[config.mk]
export PLATFORM = sky130hd
export DESIGN_NAME = lsu_mem_master
export DESIGN_NICKNAME = d
export VERILOG_FILES = /design/src/rtl/lsu_mem_master.sv
export SDC_FILE = /design/constraint.sdc
export NUM_CORES = 1
export LEC_CHECK = 0
export ABC_AREA = 1
export CAP_MARGIN = 0
export CORE_ASPECT_RATIO = 1.4
export CORE_MARGIN = 4
export CORE_UTILIZATION = 48
export CTS_CLUSTER_SIZE = 30
export DETAILED_ROUTE_END_ITERATION = 16
export HOLD_SLACK_MARGIN = 0.1
export PLACE_DENSITY_LB_ADDON = 0.3
export SLEW_MARGIN = 20
export SYNTH_ARGS = -nofsm -noshare
export SYNTH_HDL_FRONTEND = slang
export SYNTH_SLANG_ARGS = --single-unit
[constraint.sdc]
create_clock -name clk -period 2.6 [get_ports clk]
set_clock_uncertainty 0.1 [all_clocks]
set_input_delay 0.26 -clock clk [delete_from_list [all_inputs] [get_ports clk]]
set_output_delay 0.26 -clock clk [all_outputs]
set_load 0.05 [all_outputs]
[src/rtl/lsu_mem_master.sv]
// Load/store initiator for a single-port synchronous DataMemory plus an IO write window.
// It checks alignment, performs read-modify-write for sub-word stores and sign/zero-extends loads.
module lsu_mem_master #(
  parameter int          MEM_AW = 14,
  parameter logic [21:0] IO_HI  = 22'h3FFFFF
) (
  input  logic              clk,
  input  logic              rst,
  input  logic              req_valid,
  output logic              req_ready,
  input  logic              req_write,
  input  logic [1:0]        req_size,
  input  logic              req_signed,
  input  logic [31:0]       req_addr,
  input  logic [31:0]       req_wdata,
  output logic              resp_valid,
  output logic              resp_err,
  output logic [31:0]       resp_rdata,
  output logic [MEM_AW-1:0] mem_addr,
  output logic [31:0]       mem_wdata,
  output logic              mem_write,
  output logic              io_write,
  input  logic [31:0]       mem_rdata
);

  typedef enum logic [2:0] {
    ST_IDLE    = 3'd0,
    ST_READ    = 3'd1,
    ST_CAPTURE = 3'd2,
    ST_WRITE   = 3'd3,
    ST_DONE    = 3'd4
  } state_t;

  state_t state_r, state_s;

  logic              accept_s, misalign_s, io_s, wr_io_s, wr_mem_s;
  logic [31:0]       store_word_s;
  logic [MEM_AW-1:0] access_addr_s;

  logic              req_ready_r, resp_valid_r, resp_err_r, mem_write_r, io_write_r;
  logic [31:0]       resp_rdata_r, mem_wdata_r;
  logic [MEM_AW-1:0] mem_addr_r;
  logic [1:0]        lane_r, size_r;
  logic              signed_r, write_r;
  logic [15:0]       wdata_r;

  function automatic logic is_misaligned(input logic [1:0] sz, input logic [1:0] lo);
    logic bad;
    case (sz)
      2'd0:    bad = 1'b0;
      2'd1:    bad = lo[0];
      2'd2:    bad = (lo != 2'd0);
      default: bad = 1'b1;
    endcase
    return bad;
  endfunction

  function automatic logic [31:0] zext_store(input logic [1:0] sz, input logic [31:0] d);
    logic [31:0] r;
    case (sz)
      2'd0:    r = {24'd0, d[7:0]};
      2'd1:    r = {16'd0, d[15:0]};
      default: r = d;
    endcase
    return r;
  endfunction

  function automatic logic [31:0] load_extend(input logic [31:0] w, input logic [1:0] sz,
                                              input logic [1:0] lane, input logic sgn);
    logic [7:0]  b;
    logic [15:0] h;
    logic [31:0] r;
    b = w[{lane, 3'b000} +: 8];
    h = lane[1] ? w[31:16] : w[15:0];
    case (sz)
      2'd0:    r = {{24{sgn & b[7]}}, b};
      2'd1:    r = {{16{sgn & h[15]}}, h};
      default: r = w;
    endcase
    return r;
  endfunction

  function automatic logic [31:0] merge_lane(input logic [31:0] w, input logic [1:0] sz,
                                             input logic [1:0] lane, input logic [15:0] d);
    logic [31:0] r;
    r = w;
    case (sz)
      2'd0: r[{lane, 3'b000} +: 8] = d[7:0];
      2'd1: begin
        if (lane[1]) begin
          r[31:16] = d;
        end else begin
          r[15:0] = d;
        end
      end
      default: r = w;
    endcase
    return r;
  endfunction

  // Next-state decode and request classification
  always_comb begin
    state_s    = state_r;
    accept_s   = 1'b0;
    misalign_s = is_misaligned(req_size, req_addr[1:0]);
    io_s       = (req_addr[31:10] == IO_HI);
    case (state_r)
      ST_IDLE: begin
        if (req_valid) begin
          accept_s = 1'b1;
          if (misalign_s) begin
            state_s = ST_DONE;
          end else if (!req_write) begin
            state_s = ST_READ;
          end else if (io_s || (req_size == 2'd2)) begin
            state_s = ST_WRITE;
          end else begin
            state_s = ST_READ;
          end
        end else begin
          state_s = ST_IDLE;
        end
      end
      ST_READ:    state_s = ST_CAPTURE;
      ST_CAPTURE: begin
        if (write_r) begin
          state_s = ST_WRITE;
        end else begin
          state_s = ST_DONE;
        end
      end
      ST_WRITE:   state_s = ST_DONE;
      ST_DONE:    state_s = ST_IDLE;
      default:    state_s = ST_IDLE;
    endcase
  end

  // Access address, direct store data and write-strobe selection
  always_comb begin
    store_word_s = zext_store(req_size, req_wdata);
    // IO stores address words inside the 1 KiB window, not DataMemory
    if (io_s && req_write) begin
      access_addr_s = {{(MEM_AW-8){1'b0}}, req_addr[9:2]};
    end else begin
      access_addr_s = req_addr[MEM_AW+1:2];
    end
    wr_io_s  = (state_s == ST_WRITE) && accept_s && io_s;
    wr_mem_s = (state_s == ST_WRITE) && !wr_io_s;
  end

  // State, request latch and registered outputs
  always_ff @(posedge clk) begin
    if (rst) begin
      state_r      <= ST_IDLE;
      req_ready_r  <= 1'b1;
      resp_valid_r <= 1'b0;
      resp_err_r   <= 1'b0;
      resp_rdata_r <= 32'd0;
      mem_addr_r   <= {MEM_AW{1'b0}};
      mem_wdata_r  <= 32'd0;
      mem_write_r  <= 1'b0;
      io_write_r   <= 1'b0;
      lane_r       <= 2'd0;
      size_r       <= 2'd0;
      signed_r     <= 1'b0;
      write_r      <= 1'b0;
      wdata_r      <= 16'd0;
    end else begin
      state_r      <= state_s;
      req_ready_r  <= (state_s == ST_IDLE);
      resp_valid_r <= (state_s == ST_DONE);
      mem_write_r  <= wr_mem_s;
      io_write_r   <= wr_io_s;
      if (accept_s) begin
        lane_r     <= req_addr[1:0];
        size_r     <= req_size;
        signed_r   <= req_signed;
        write_r    <= req_write;
        wdata_r    <= req_wdata[15:0];
        resp_err_r <= misalign_s;
        if (!misalign_s) begin
          mem_addr_r <= access_addr_s;
        end
        if (state_s == ST_WRITE) begin
          mem_wdata_r <= store_word_s;
        end
      end else if (state_r == ST_CAPTURE) begin
        if (write_r) begin
          mem_wdata_r <= merge_lane(mem_rdata, size_r, lane_r, wdata_r);
        end else begin
          resp_rdata_r <= load_extend(mem_rdata, size_r, lane_r, signed_r);
        end
      end else if (state_r == ST_DONE) begin
        resp_err_r   <= 1'b0;
        resp_rdata_r <= 32'd0;
      end
    end
  end

  assign req_ready  = req_ready_r;
  assign resp_valid = resp_valid_r;
  assign resp_err   = resp_err_r;
  assign resp_rdata = resp_rdata_r;
  assign mem_addr   = mem_addr_r;
  assign mem_wdata  = mem_wdata_r;
  // Reset masks the strobes on the very edge it is applied
  assign mem_write  = mem_write_r & ~rst;
  assign io_write   = io_write_r & ~rst;

endmodule

==> results.md <==
- # hold bufs at CTS: 0
- Worst R2R Path Depth: 8
- Seq/Total Area, Yosys: 0.337
- Top cell type's share of synthesized area: 0.337
- Worst Tran Pin Value: 0.851 ns
- DP Wirelength: 16.5 mm
- Initial Util: 0.493
- Buffers on Ports: 185
- IO Count: between 150 and 200
- Final hold violations: 0
- Sinks on Clock Net: approximately 110
- Synth warn: 0
- Initial antenna violation count: 1
- Post-CTS Setup Bufs: 0
- Final Cycle Share: 0.795
- Comb pwr share: 0.299
- Post-synth cell types: 25
- Nets: 1329
- Die width: 106 microns
- Final WL: 21.8 mm
- Worst Path Class, Setup: reg -> reg
- H-tree levels: 3
- FF+latch count, synth: about 110
- Sequential share of power: 0.382
- Num CTS Buffers: 9
- Gpl congestion: just over 1
- Worst vdd ir: around 0.36 mV
- Internal Power: 3.10 mW
- Hold Path Cell Cnt: 4
- Largest net degree at the start of global routing: between 70 and 80
- Required @ worst endpoint: ~2.8 ns
- Post-route ant nets: 0
- Cell taking the most area after synthesis: dfxtp_1
- Switching share of total power: 0.343
- Vias: approximately 7500
- Reg clk slew, reported paths: around 0.080 ns
- Core Region: around 13000 sq um
- Peak Freq: between 0.4 and 0.5 GHz
- Crit. End Element: register
- LEAKAGE: approximately 3.8 nW
- Filler instances: 1228
- RSZ-0062 raised after global routing: false
- Max-cap violations: 0
- PD cells: 542 nW/um^2
- Vias in the first global route: about 6800
- Worst path arrival time: roughly 2.3 ns
- Max_slew headroom: 0.430
- Clock power frac: 0.319
- Mapped Cells: 1064
- Net switching power: between 1.5 and 2 mW
- Mapped Area: about 6400 sq um
- Synth-to-layout area growth: 35.9%
- Drt pass-1 iters: 5
- Critical path launch point type: register
- Global-route wire length before repair: about 34 mm
- Drt initial violations: ~630
- Share of cells above drive strength 1: 0.0449
- Status: complete, no violations
- CTS tree: built
- All-Layer GR Usage: 0.279
- Die Y: between 100 and 150 microns
- Avg Inst Size Synth: 6.03 sq um
- Final setup vio count: 0
- Later-pin clock latency in the skew report: 0.35 ns
- Total grt overflow: 0
- Critical-path maximum fanout: between 70 and 80
- Die area: 15300 sq um
- Drt wl/cell: roughly 16 microns
- Total power: roughly 4.7 mW
- Synth Net Count: roughly 1200
- Max-slew violation count: 0
- Post-cts repair resize count: 0
- Setup Total Neg Slack: 0 ns
- Hold Path Class: in -> reg
- CTS max path bufs: 2
- Cell Rows: 49
- Detailed-route DRC error count: 0
- Synth top area cells: dfxtp_1, nand2_1, a21oi_1
- Fin crit period: between 2 and 2.5 ns
- Via-to-Cell Ratio: around 5.3
- Clk root buf: clkbuf_16
- Util after Layout: 0.671
## sequential cells by signal, indices dropped and copies added (netlist names)
signal and flops:
io_write_r 1, lane_r 2, mem_addr 14, mem_wdata 32, mem_write_r 1, req_ready 1
resp_err 1, resp_rdata 32, resp_valid 1, signed_r 1, size_r 2, state_r 3
wdata_r 16, write_r 1
## cell type report
type | count | area (sq um) | share of cell area
Multi-Input combinational cell | 802 | 3610 | 0.414
Sequential cell | 108 | 2160 | 0.248
Timing Repair Buffer | 210 | 2060 | 0.236
Inverter | 90 | 338 | 0.0388
Clock buffer | 10 | 229 | 0.0263
Tap cell | 178 | 223 | 0.0255
Clock inverter | 6 | 93.8 | 0.0108
Antenna cell | 1 | 2.50 | 0.000287
## cells by family after synthesis
family / synth area share
flip-flops: 0.337
buffers and inverters: 0.0999
AO/OA/AOI/OAI: 0.198
adder cells (fa/ha/maj): 0.00976
AND/OR/NAND/NOR: 0.355
## routing by layer
layer  wire length, microns  track usage  share of wire  vias up
met5                      0            0              0        -
met2                  10300        0.472           0.47      332
met4                   1290        0.162          0.059        0
met1                   8790        0.337           0.40     3357
li1                       -            -              -     3743
met3                   1390       0.0431          0.064       81
## stage by stage
step	worst slack, ns	cells	cell area (sq um)	hold slack, ns
global route	0.385	1405	8720	0.275
CTS	0.510	1404	8710	0.240
global placement	0.357	1388	8390	0.352
finish	0.534	1405	8720	0.241
floorplan	0.478	1064	6410	0.303
detailed placement	0.235	1388	8390	0.355
## worst max-delay path: stages, from the launching register on
cell	delay, ns
dfxtp_1	0.35
nor2_2	0.15
nand3_2	0.12
buf_12	0.22
nor2_1	0.67
nand2_1	0.12
nand2_1	0.12
a21oi_1	0.04
nor2_1	0.10
## synth_stat cells
cell type  instances
nor2_1           115
nor2_2             2
nor3_1             1
inv_2              5
dfxtp_1          108
o21ai_1            5
nor2_4             2
buf_6              2
o21ai_0           79
a21oi_1          159
nand3b_1          23
o21bai_2           1
buf_1              4
nand2_4            1
nand2_1          334
inv_1             85
buf_4              4
ha_1               5
clkbuf_1          28
nand2_2            1
buf_2             26
nand3_1           53
nand3_2            2
o22ai_1            7
nand4_1           12
## final timing paths
kind                               startpoint                     endpoint  slack (ns)
setup / recovery        state_r[0]$_SDFF_PP0_   mem_wdata[24]$_SDFFE_PP0P_        0.53
hold / removal                            rst  resp_rdata[27]$_SDFFE_PP0P_        0.24
setup reg to reg        state_r[0]$_SDFF_PP0_   mem_wdata[24]$_SDFFE_PP0P_        0.53
hold reg to reg   resp_rdata[26]$_SDFFE_PP0P_  resp_rdata[26]$_SDFFE_PP0P_        0.36
## layout by cell type (no fill, tap or decap), types with 3 or more instances in the layout
master	count
clkdlybuf4s50_1	184
clkbuf_16	9
inv_1	85
nand3_1	53
o22ai_1	7
o21ai_0	79
nand4_1	12
ha_1	5
buf_4	23
o21ai_1	5
nand3b_1	23
dfxtp_1	108
nor2_1	115
nand2_1	334
inv_2	5
inv_6	3
a21oi_1	159
## power by group through the flow
stage                     combinational (mW)  clock (mW)  sequential [mW]
after floorplan                        0.699           0             2.01
after global placement                  1.38           0             1.84
after detailed placement                1.39           0             1.84
after CTS                               1.40        1.53             1.80
after global routing                    1.54        1.59             1.81
final                                   1.41        1.51             1.81
(Power assumes the default switching activity.)
